## config.mk

```make
export PLATFORM = sky130hd
export DESIGN_NAME = pl_rv32_mem_arbiter
export DESIGN_NICKNAME = d
export VERILOG_FILES = /design/src/rtl/pl_rv32_mem_arbiter.sv
export SDC_FILE = /design/constraint.sdc
export NUM_CORES = 1
export LEC_CHECK = 0
export ABC_AREA = 1
export BUFFER_PORTS_ARGS = -buffer_cell sky130_fd_sc_hd__buf_2
export CORE_AREA = 2 2 107 109
export DETAILED_ROUTE_END_ITERATION = 10
export DIE_AREA = 0 0 109 111
export GPL_ROUTABILITY_DRIVEN = 0
export HOLD_SLACK_MARGIN = 0.06
export PLACE_DENSITY = 0.51
export SLEW_MARGIN = 5
export SYNTH_ARGS = -nofsm -noshare
export SYNTH_HDL_FRONTEND = slang
export SYNTH_SLANG_ARGS = --single-unit
```

## constraint.sdc

```tcl
create_clock -name clk -period 4.5 [get_ports clk]
set_input_delay 0.9 -clock clk [delete_from_list [all_inputs] [get_ports clk]]
set_output_delay 0.9 -clock clk [all_outputs]
set_load 0.05 [all_outputs]
```

## src/rtl/pl_rv32_mem_arbiter.sv

```systemverilog
// pl_rv32_mem_arbiter
// Shares one single-port memory between the IF fetch port and the MEM-stage
// load/store port. The data side has fixed priority. A starvation limiter
// forces a fetch grant after a bounded run of data grants. One transaction is
// outstanding at a time. Its response is routed back to the owner, and a
// transaction whose response never arrives is aborted after TIMEOUT cycles.
module pl_rv32_mem_arbiter #(
  parameter int ADDR_W       = 32,
  parameter int DATA_W       = 32,
  parameter int STARVE_LIMIT = 4,
  parameter int TIMEOUT      = 16
) (
  input  logic                clk,
  input  logic                rst,
  // fetch port
  input  logic                if_req,
  input  logic [ADDR_W-1:0]   if_addr,
  output logic                if_gnt,
  output logic                if_rvalid,
  output logic [DATA_W-1:0]   if_rdata,
  output logic                if_err,
  // data port
  input  logic                dm_req,
  input  logic                dm_we,
  input  logic [ADDR_W-1:0]   dm_addr,
  input  logic [DATA_W-1:0]   dm_wdata,
  input  logic [DATA_W/8-1:0] dm_be,
  output logic                dm_gnt,
  output logic                dm_rvalid,
  output logic [DATA_W-1:0]   dm_rdata,
  output logic                dm_err,
  // memory port
  output logic                mem_req,
  output logic                mem_we,
  output logic [ADDR_W-1:0]   mem_addr,
  output logic [DATA_W-1:0]   mem_wdata,
  output logic [DATA_W/8-1:0] mem_be,
  input  logic                mem_ready,
  input  logic                mem_rvalid,
  input  logic [DATA_W-1:0]   mem_rdata
);

  localparam int SC_W = $clog2(STARVE_LIMIT + 1);
  localparam int WC_W = $clog2(TIMEOUT);
  localparam logic [SC_W-1:0] SC_MAX  = SC_W'(STARVE_LIMIT);
  localparam logic [WC_W-1:0] WC_LAST = WC_W'(TIMEOUT - 1);

  typedef enum logic {S_IDLE = 1'b0, S_WAIT = 1'b1} state_t;
  typedef enum logic {OWN_IF = 1'b0, OWN_DM = 1'b1} owner_t;

  // Saturating increment. The counter parks at STARVE_LIMIT until a fetch grant
  // clears it.
  function automatic logic [SC_W-1:0] sat_inc(input logic [SC_W-1:0] v);
    return (v == SC_MAX) ? SC_MAX : v + 1'b1;
  endfunction

  state_t            r_state, w_state_nxt;
  owner_t            r_owner, w_owner_nxt;
  logic [SC_W-1:0]   r_starve_cnt, w_starve_nxt;
  logic [WC_W-1:0]   r_wait_cnt, w_wait_nxt;
  logic              w_dm_win;
  logic              w_if_win;
  logic              w_grant;

  // Winner selection: data wins unless fetch has been starved to the limit
  assign w_dm_win = dm_req && !(if_req && (r_starve_cnt == SC_MAX));
  assign w_if_win = !w_dm_win && if_req;
  assign w_grant  = (r_state == S_IDLE) && (w_dm_win || w_if_win) && mem_ready;

  // State, owner and counter registers; cleared asynchronously
  always_ff @(posedge clk or posedge rst) begin
    if (rst) begin
      r_state      <= S_IDLE;
      r_owner      <= OWN_IF;
      r_starve_cnt <= '0;
      r_wait_cnt   <= '0;
    end else begin
      r_state      <= w_state_nxt;
      r_owner      <= w_owner_nxt;
      r_starve_cnt <= w_starve_nxt;
      r_wait_cnt   <= w_wait_nxt;
    end
  end

  // Next-state logic and all outputs. Every output is held at zero during reset.
  always_comb begin
    w_state_nxt  = r_state;
    w_owner_nxt  = r_owner;
    w_starve_nxt = r_starve_cnt;
    w_wait_nxt   = r_wait_cnt;
    if_gnt       = 1'b0;
    if_rvalid    = 1'b0;
    if_rdata     = '0;
    if_err       = 1'b0;
    dm_gnt       = 1'b0;
    dm_rvalid    = 1'b0;
    dm_rdata     = '0;
    dm_err       = 1'b0;
    mem_req      = 1'b0;
    mem_we       = 1'b0;
    mem_addr     = '0;
    mem_wdata    = '0;
    mem_be       = '0;

    case (r_state)
      S_IDLE: begin
        // A stray mem_rvalid here is ignored by construction.
        if (w_dm_win) begin
          mem_req   = 1'b1;
          mem_we    = dm_we;
          mem_addr  = dm_addr;
          mem_wdata = dm_wdata;
          mem_be    = dm_be;
          dm_gnt    = mem_ready;
        end else if (w_if_win) begin
          mem_req   = 1'b1;
          mem_addr  = if_addr;
          mem_be    = '1;
          if_gnt    = mem_ready;
        end
        if (w_grant) begin
          w_state_nxt = S_WAIT;
          w_wait_nxt  = '0;
          w_owner_nxt = w_dm_win ? OWN_DM : OWN_IF;
          if (w_dm_win && if_req) w_starve_nxt = sat_inc(r_starve_cnt);
          else                    w_starve_nxt = '0;
        end
      end
      S_WAIT: begin
        w_wait_nxt = r_wait_cnt + 1'b1;
        if (mem_rvalid) begin
          // A response arriving on the timeout cycle still counts as a success.
          if (r_owner == OWN_DM) begin
            dm_rvalid = 1'b1;
            dm_rdata  = mem_rdata;
          end else begin
            if_rvalid = 1'b1;
            if_rdata  = mem_rdata;
          end
          w_state_nxt = S_IDLE;
        end else if (r_wait_cnt == WC_LAST) begin
          if (r_owner == OWN_DM) begin
            dm_rvalid = 1'b1;
            dm_err    = 1'b1;
          end else begin
            if_rvalid = 1'b1;
            if_err    = 1'b1;
          end
          w_state_nxt = S_IDLE;
        end
      end
      default: w_state_nxt = S_IDLE;
    endcase

    if (rst) begin
      if_gnt    = 1'b0;
      if_rvalid = 1'b0;
      if_rdata  = '0;
      if_err    = 1'b0;
      dm_gnt    = 1'b0;
      dm_rvalid = 1'b0;
      dm_rdata  = '0;
      dm_err    = 1'b0;
      mem_req   = 1'b0;
      mem_we    = 1'b0;
      mem_addr  = '0;
      mem_wdata = '0;
      mem_be    = '0;
    end
  end

endmodule

```

==> results of run 1 <==
==> worst max-delay path, delay by kind of cell <==
| family | cells | cell delay (ns) |
|---|---|---|
| buffers and inverters | 3 | 0.70 |
| and+or+nand+nor | 2 | 1.07 |
==> Yosys cell counts, drive strengths merged <==
library cell   n
nor3          66
a21oi         35
o21ai         11
nor4           2
buf           23
nor2           6
clkbuf        10
nand3         42
nand2         50
nor3b         33
nand4          1
inv           49
ha             3
dfrtp          9
clkinv         1
==> kinds of logic (layout without fill, tap and decap cells) <==
logic type,Yosys count,after routing
AND/OR/NAND/NOR,200,200
AO/OA/AOI/OAI,46,46
adder cells (fa/ha/maj),3,3
buffers and inverters,83,334
flip-flops,9,9
==> worst paths after layout <==
path,startpoint,to,slack [ns]
max,rst,if_rdata[10],0.92
min,r_wait_cnt[3]$_DFFE_PP0P_,r_wait_cnt[3]$_DFFE_PP0P_,0.48
max reg2reg,r_starve_cnt[0]$_DFFE_PP0P_,r_owner$_DFFE_PP0P_,3.06
min reg2reg,r_wait_cnt[3]$_DFFE_PP0P_,r_wait_cnt[3]$_DFFE_PP0P_,0.48
max in group asynchronous,rst,r_wait_cnt[2]$_DFFE_PP0P_,3.64
min in group asynchronous,rst,r_owner$_DFFE_PP0P_,0.65
==> routing by layer <==
metal,wire [µm],up-vias,global-route usage (%)
met2,4688,170,26.96
li1,-,1642,-
met1,3569,1416,14.92
met4,97,0,3.419
met5,0,-,0
met3,832,7,2.116
==> state kept, by name (all words and copies together) (netlist names) <==
name          cells
r_wait_cnt        4
r_state           1
r_owner           1
r_starve_cnt      3
==> power by group <==
group	internal (µW)	switching, µW	total (µW)
clock	119	40.4	159
combinational	145	399	543
sequential	105	23.4	128
total	368	463	831
==> area by class of cell <==
cell class	count	area [µm²]	area share, %
Clock buffer	4	78.83	2.214
Inverter	50	188.9	5.308
Multi-Input combinational cell	249	1481	41.62
Sequential cell	9	225.2	6.327
Tap cell	143	178.9	5.026
Timing Repair Buffer	280	1406	39.51
==> metrics by stage <==
step	util, %	total power, µW
after global placement	31.42	669.7
after CTS	32.14	839.4
after global routing	32.14	885.9
after detailed placement	31.42	677.1
final	32.14	830.9
after floorplan	-	539.5
==> flow_metrics.tcl, run 1 <==
set metrics [dict create \
    status "finished, final reports clean" \
    report.final.slew_viol_count 0 \
    cts-root-buf "clkbuf_16" \
    yosysUniqueCellTypes 25 \
    cpPeakStageDelay_ns 0.61 \
    postRouteAntennaNets 0 \
    initialDrtViolationCount 121 \
    final_area_um2 3560 \
    drt_wl_total_mm 9.188 \
    syn_inst 341 \
    cp-start-kind "input pin" \
    grt_pass1_vias 2944 \
    ir_drop_uv 117.1 \
    antenna_found_initial 0 \
    synth_fa_ha_area_share_pct 1.791 \
    worst_slack_ns 0.9178 \
    min_period_over_period_pct 79.60 \
    max_freq_ghz 0.2792 \
    synth_fp_nets 483 \
    worstPathRequired_ns 3.60 \
    fin_cells 735 \
    dpl_cell_area_um2 3481 \
    slew-limit-headroom_pct 30.94 \
    synth_xor_area_share_pct 0 \
    p_leak_uw 0.002076 \
    synth_top_family_by_area "simple AND/OR/NAND/NOR gates" \
    cts_num_sinks 9 \
    nNetsFinal 735 \
    synth-simple-area-share_pct 51.40 \
    area_growth_pct 69.85 \
    clk_path_buf_depth 2 \
    yosysWarnings 0 \
    arrival_ns 2.68 \
    hold_buffers 0 \
    cap_viol_max_count 0 \
    crit_type "input pin to output pin" \
    die_area_um2 12100 \
    setup_viol 0 \
    wl_per_cell_um 12.50 \
    ys_seq_elements 9 \
    worst_pin_slew_ns 1.032 \
    grt_usage_pct 13.77 \
    port_buffers 278 \
    core-area_um2 11080 \
    grt_overflow 0 \
    dpl.cell_count 731 \
    drive_above_1_share_pct 56.08 \
    clock_latency_ns 0.24 \
    synth-compound-area-share_pct 17.25 \
    fin_crit_ns 3.582 \
    rr_worst_depth 6 \
    hold_slack_ns 0.4836 \
    drc 0 \
    yosysSeqAreaShare_pct 10.75 \
    vias 3235 \
    holdPathStages 1 \
    endpoint_kind "output pin" \
    synth_top_cell_by_area "nor3_1" \
    diodes 0 \
    vias_per_cell 4.401 \
    ctsResizeCount 0 \
    syn_avg_cell_area_um2 6.146 \
    path_max_fanout 64 \
    cts.clk_slew.worst_paths_ns 0.04 \
    die-width_um 109 \
    final_common_cell "buf_2" \
    power_density_nw_per_um2 233.4 \
    worstPathCellList "buf_2, inv_2, nand2_2, nor3_1, buf_2" \
    grt_max_degree 67 \
    fillers 1239 \
    final_cell_mix "buf_2 (278), nor3_1 (66), inv_1 (47)" \
    grt_first_pass_wirelength_mm 13.57 \
    dr.pass1.iters 4 \
    synth_mux_area_share_pct 0 \
    post_cts_buffers 0 \
    setup_tns_ns 0 \
    numCtsBuffers 3 \
    pin_count 279 \
    place_ws_ns 0.8739 \
    rows 39 \
    hold_viol_final 0 \
    hp-class "register to register" \
    synth_top_area_share_pct 15.76 \
    cts.htree.levels 1 \
    critPathSlowestCell "nand2_2" \
    syn_area_um2 2096 \
    skew_ns 0.001195 \
    initial_core_util_pct 18.92 \
    grt_setup_unrepaired "no" \
    path_common_cell "buf_2" \
    cts_tree "done" \
    netlist_top_cells_area "nor3_1 (16%), a21oi_2 (12%), dfrtp_1 (11%)" \
    dp_hpwl_mm 7.428 \
    die_y_um 111 \
]
Power figures use the tool's default switching activity.
==> inputs of run 2 (changes only) <==
--- a/config.mk
+++ b/config.mk
@@ -7,12 +7,12 @@
 export LEC_CHECK = 0
 export ABC_AREA = 1
 export BUFFER_PORTS_ARGS = -buffer_cell sky130_fd_sc_hd__buf_2
-export CORE_AREA = 2 2 107 109
+export CORE_AREA = 2 2 109 111
 export DETAILED_ROUTE_END_ITERATION = 10
-export DIE_AREA = 0 0 109 111
+export DIE_AREA = 0 0 111 113
 export GPL_ROUTABILITY_DRIVEN = 0
 export HOLD_SLACK_MARGIN = 0.06
-export PLACE_DENSITY = 0.51
+export PLACE_DENSITY = 0.49
 export SLEW_MARGIN = 5
 export SYNTH_ARGS = -nofsm -noshare
 export SYNTH_HDL_FRONTEND = slang
==> constraint.sdc (replaced) <==
create_clock -name clk -period 3.3 [get_ports clk]
set_input_delay 0.66 -clock clk [delete_from_list [all_inputs] [get_ports clk]]
set_output_delay 0.66 -clock clk [all_outputs]
set_load 0.05 [all_outputs]
==> flow_metrics.tcl, run 2 (same netlist as run 1, synthesis figures left out) <==
set metrics [dict create \
    slew-limit-headroom_pct 52.27 \
    hold_viol_final 0 \
    final_common_cell "buf_2" \
    pin_count 279 \
    min_period_over_period_pct 82.96 \
    arrival_ns 2.08 \
    cp-start-kind "register" \
    cts.htree.levels 1 \
    p_leak_uw 0.002113 \
    area_growth_pct 73.19 \
    postRouteAntennaNets 0 \
    grt_usage_pct 14.01 \
    max_flop_register "r_wait_cnt" \
    grt_setup_unrepaired "no" \
    numCtsBuffers 3 \
    path_max_fanout 37 \
    port_buffers 278 \
    skew_ns 0.0006651 \
    grt_overflow 0 \
    die_area_um2 12540 \
    cap_viol_max_count 0 \
    dr.pass1.iters 4 \
    worst_pin_slew_ns 0.7134 \
    wl_per_cell_um 12.61 \
    power_density_nw_per_um2 317.2 \
    ir_drop_uv 157.8 \
    grt_pass1_vias 3126 \
    grt_max_degree 65 \
    crit_type "register to output pin" \
    core-area_um2 11270 \
    fin_crit_ns 2.738 \
    vias_per_cell 4.430 \
    cts_num_sinks 9 \
    cts.clk_slew.worst_paths_ns 0.04 \
    largest_reg_flops 4 \
    initial_core_util_pct 18.59 \
    cpPeakStageDelay_ns 0.40 \
    final_area_um2 3630 \
    top_regs "r_wait_cnt x4, r_starve_cnt x3" \
    ctsResizeCount 0 \
    vias 3283 \
    grt_first_pass_wirelength_mm 14.82 \
    post_cts_buffers 0 \
    drive_above_1_share_pct 56.52 \
    hold_slack_ns 0.4950 \
    antenna_found_initial 0 \
    clock_latency_ns 0.23 \
    initialDrtViolationCount 201 \
    dp_hpwl_mm 7.657 \
    cts_tree "done" \
    die-width_um 111 \
    status "finished, final reports clean" \
    report.final.slew_viol_count 0 \
    drt_wl_total_mm 9.346 \
    worstPathCellList "inv_1, ha_1, nand3_2, nand2_2, nor3b_1, buf_2" \
    hp-class "input pin to asynchronous set/reset pin" \
    endpoint_kind "output pin" \
    worstPathRequired_ns 2.64 \
    setup_tns_ns 0 \
    dpl_cell_area_um2 3551 \
    critPathSlowestCell "nand2_2" \
    clk_path_buf_depth 2 \
    hold_buffers 0 \
    max_freq_ghz 0.3653 \
    rows 39 \
    die_y_um 113 \
    nNetsFinal 741 \
    diodes 0 \
    setup_viol 0 \
    cts-root-buf "clkbuf_16" \
    final_cell_mix "buf_2 (278), nor3_1 (66), inv_1 (47)" \
    drc 0 \
]
run 2: cell count changes in the layout (fill, tap and decap cells not counted), sizes merged:
| cell | before | now |
|---|---|---|
| buf | 280 | 286 |
run 2: routing by layer:
metal	vias to the layer above	share of wire [%]	global-route usage [%]
met5	-	0	0
met4	0	2.1	3.833
met3	13	9.4	3.321
met2	183	48	25.32
met1	1438	40	16.64
li1	1649	-	-
run 2: through the flow:
step	power, µW	setup slack [ns]	util, %	cells
floorplan	735.7	0.3337	-	341
global route	1236	0.3169	32.20	741
detailed placement	944.4	0.6783	31.50	737
finish	1151	0.5622	32.20	741
global placement	931.2	0.7191	31.50	737
CTS	1160	0.5524	32.20	741
run 2: critical path: cells and delay by family, from the launching register on:
| kind | cells | cell delay, ns |
|---|---|---|
| AND/OR/NAND/NOR | 3 | 0.86 |
| adder cells (fa/ha/maj) | 1 | 0.23 |
| flip-flops | 1 | 0.37 |
| buffers and inverters | 2 | 0.38 |
run 2: area by class of cell:
cell class,count,area [µm²]
Clock buffer,4,78.83
Fill cell,1222,7642
Inverter,50,188.9
Multi-Input combinational cell,249,1481
Sequential cell,9,225.2
Tap cell,143,178.9
Timing Repair Buffer,286,1476
run 2: path summary, 6_finish.rpt:
kind | startpoint | end | slack (ns) | depth (start not counted)
setup / recovery | r_starve_cnt[0]$_DFFE_PP0P_ | mem_wdata[22] | 0.56 | 6
hold reg to reg | r_wait_cnt[0]$_DFFE_PP0P_ | r_wait_cnt[0]$_DFFE_PP0P_ | 0.52 | 1
setup reg to reg | r_state$_DFF_PP0_ | r_starve_cnt[0]$_DFFE_PP0P_ | 2.02 | 5
max in group asynchronous | rst | r_wait_cnt[2]$_DFFE_PP0P_ | 2.66 | 3
hold / removal | rst | r_starve_cnt[2]$_DFFE_PP0P_ | 0.49 | 3
min in group clk | r_wait_cnt[0]$_DFFE_PP0P_ | r_wait_cnt[0]$_DFFE_PP0P_ | 0.52 | 1
run 2: power breakdown:
group,leakage (µW),internal (µW),total [µW],switching (µW)
clock network,0.0000382,161,211,49.4
logic,0.00196,211,765,553
registers,0.000116,143,176,33.0
total,0.00211,516,1150,635
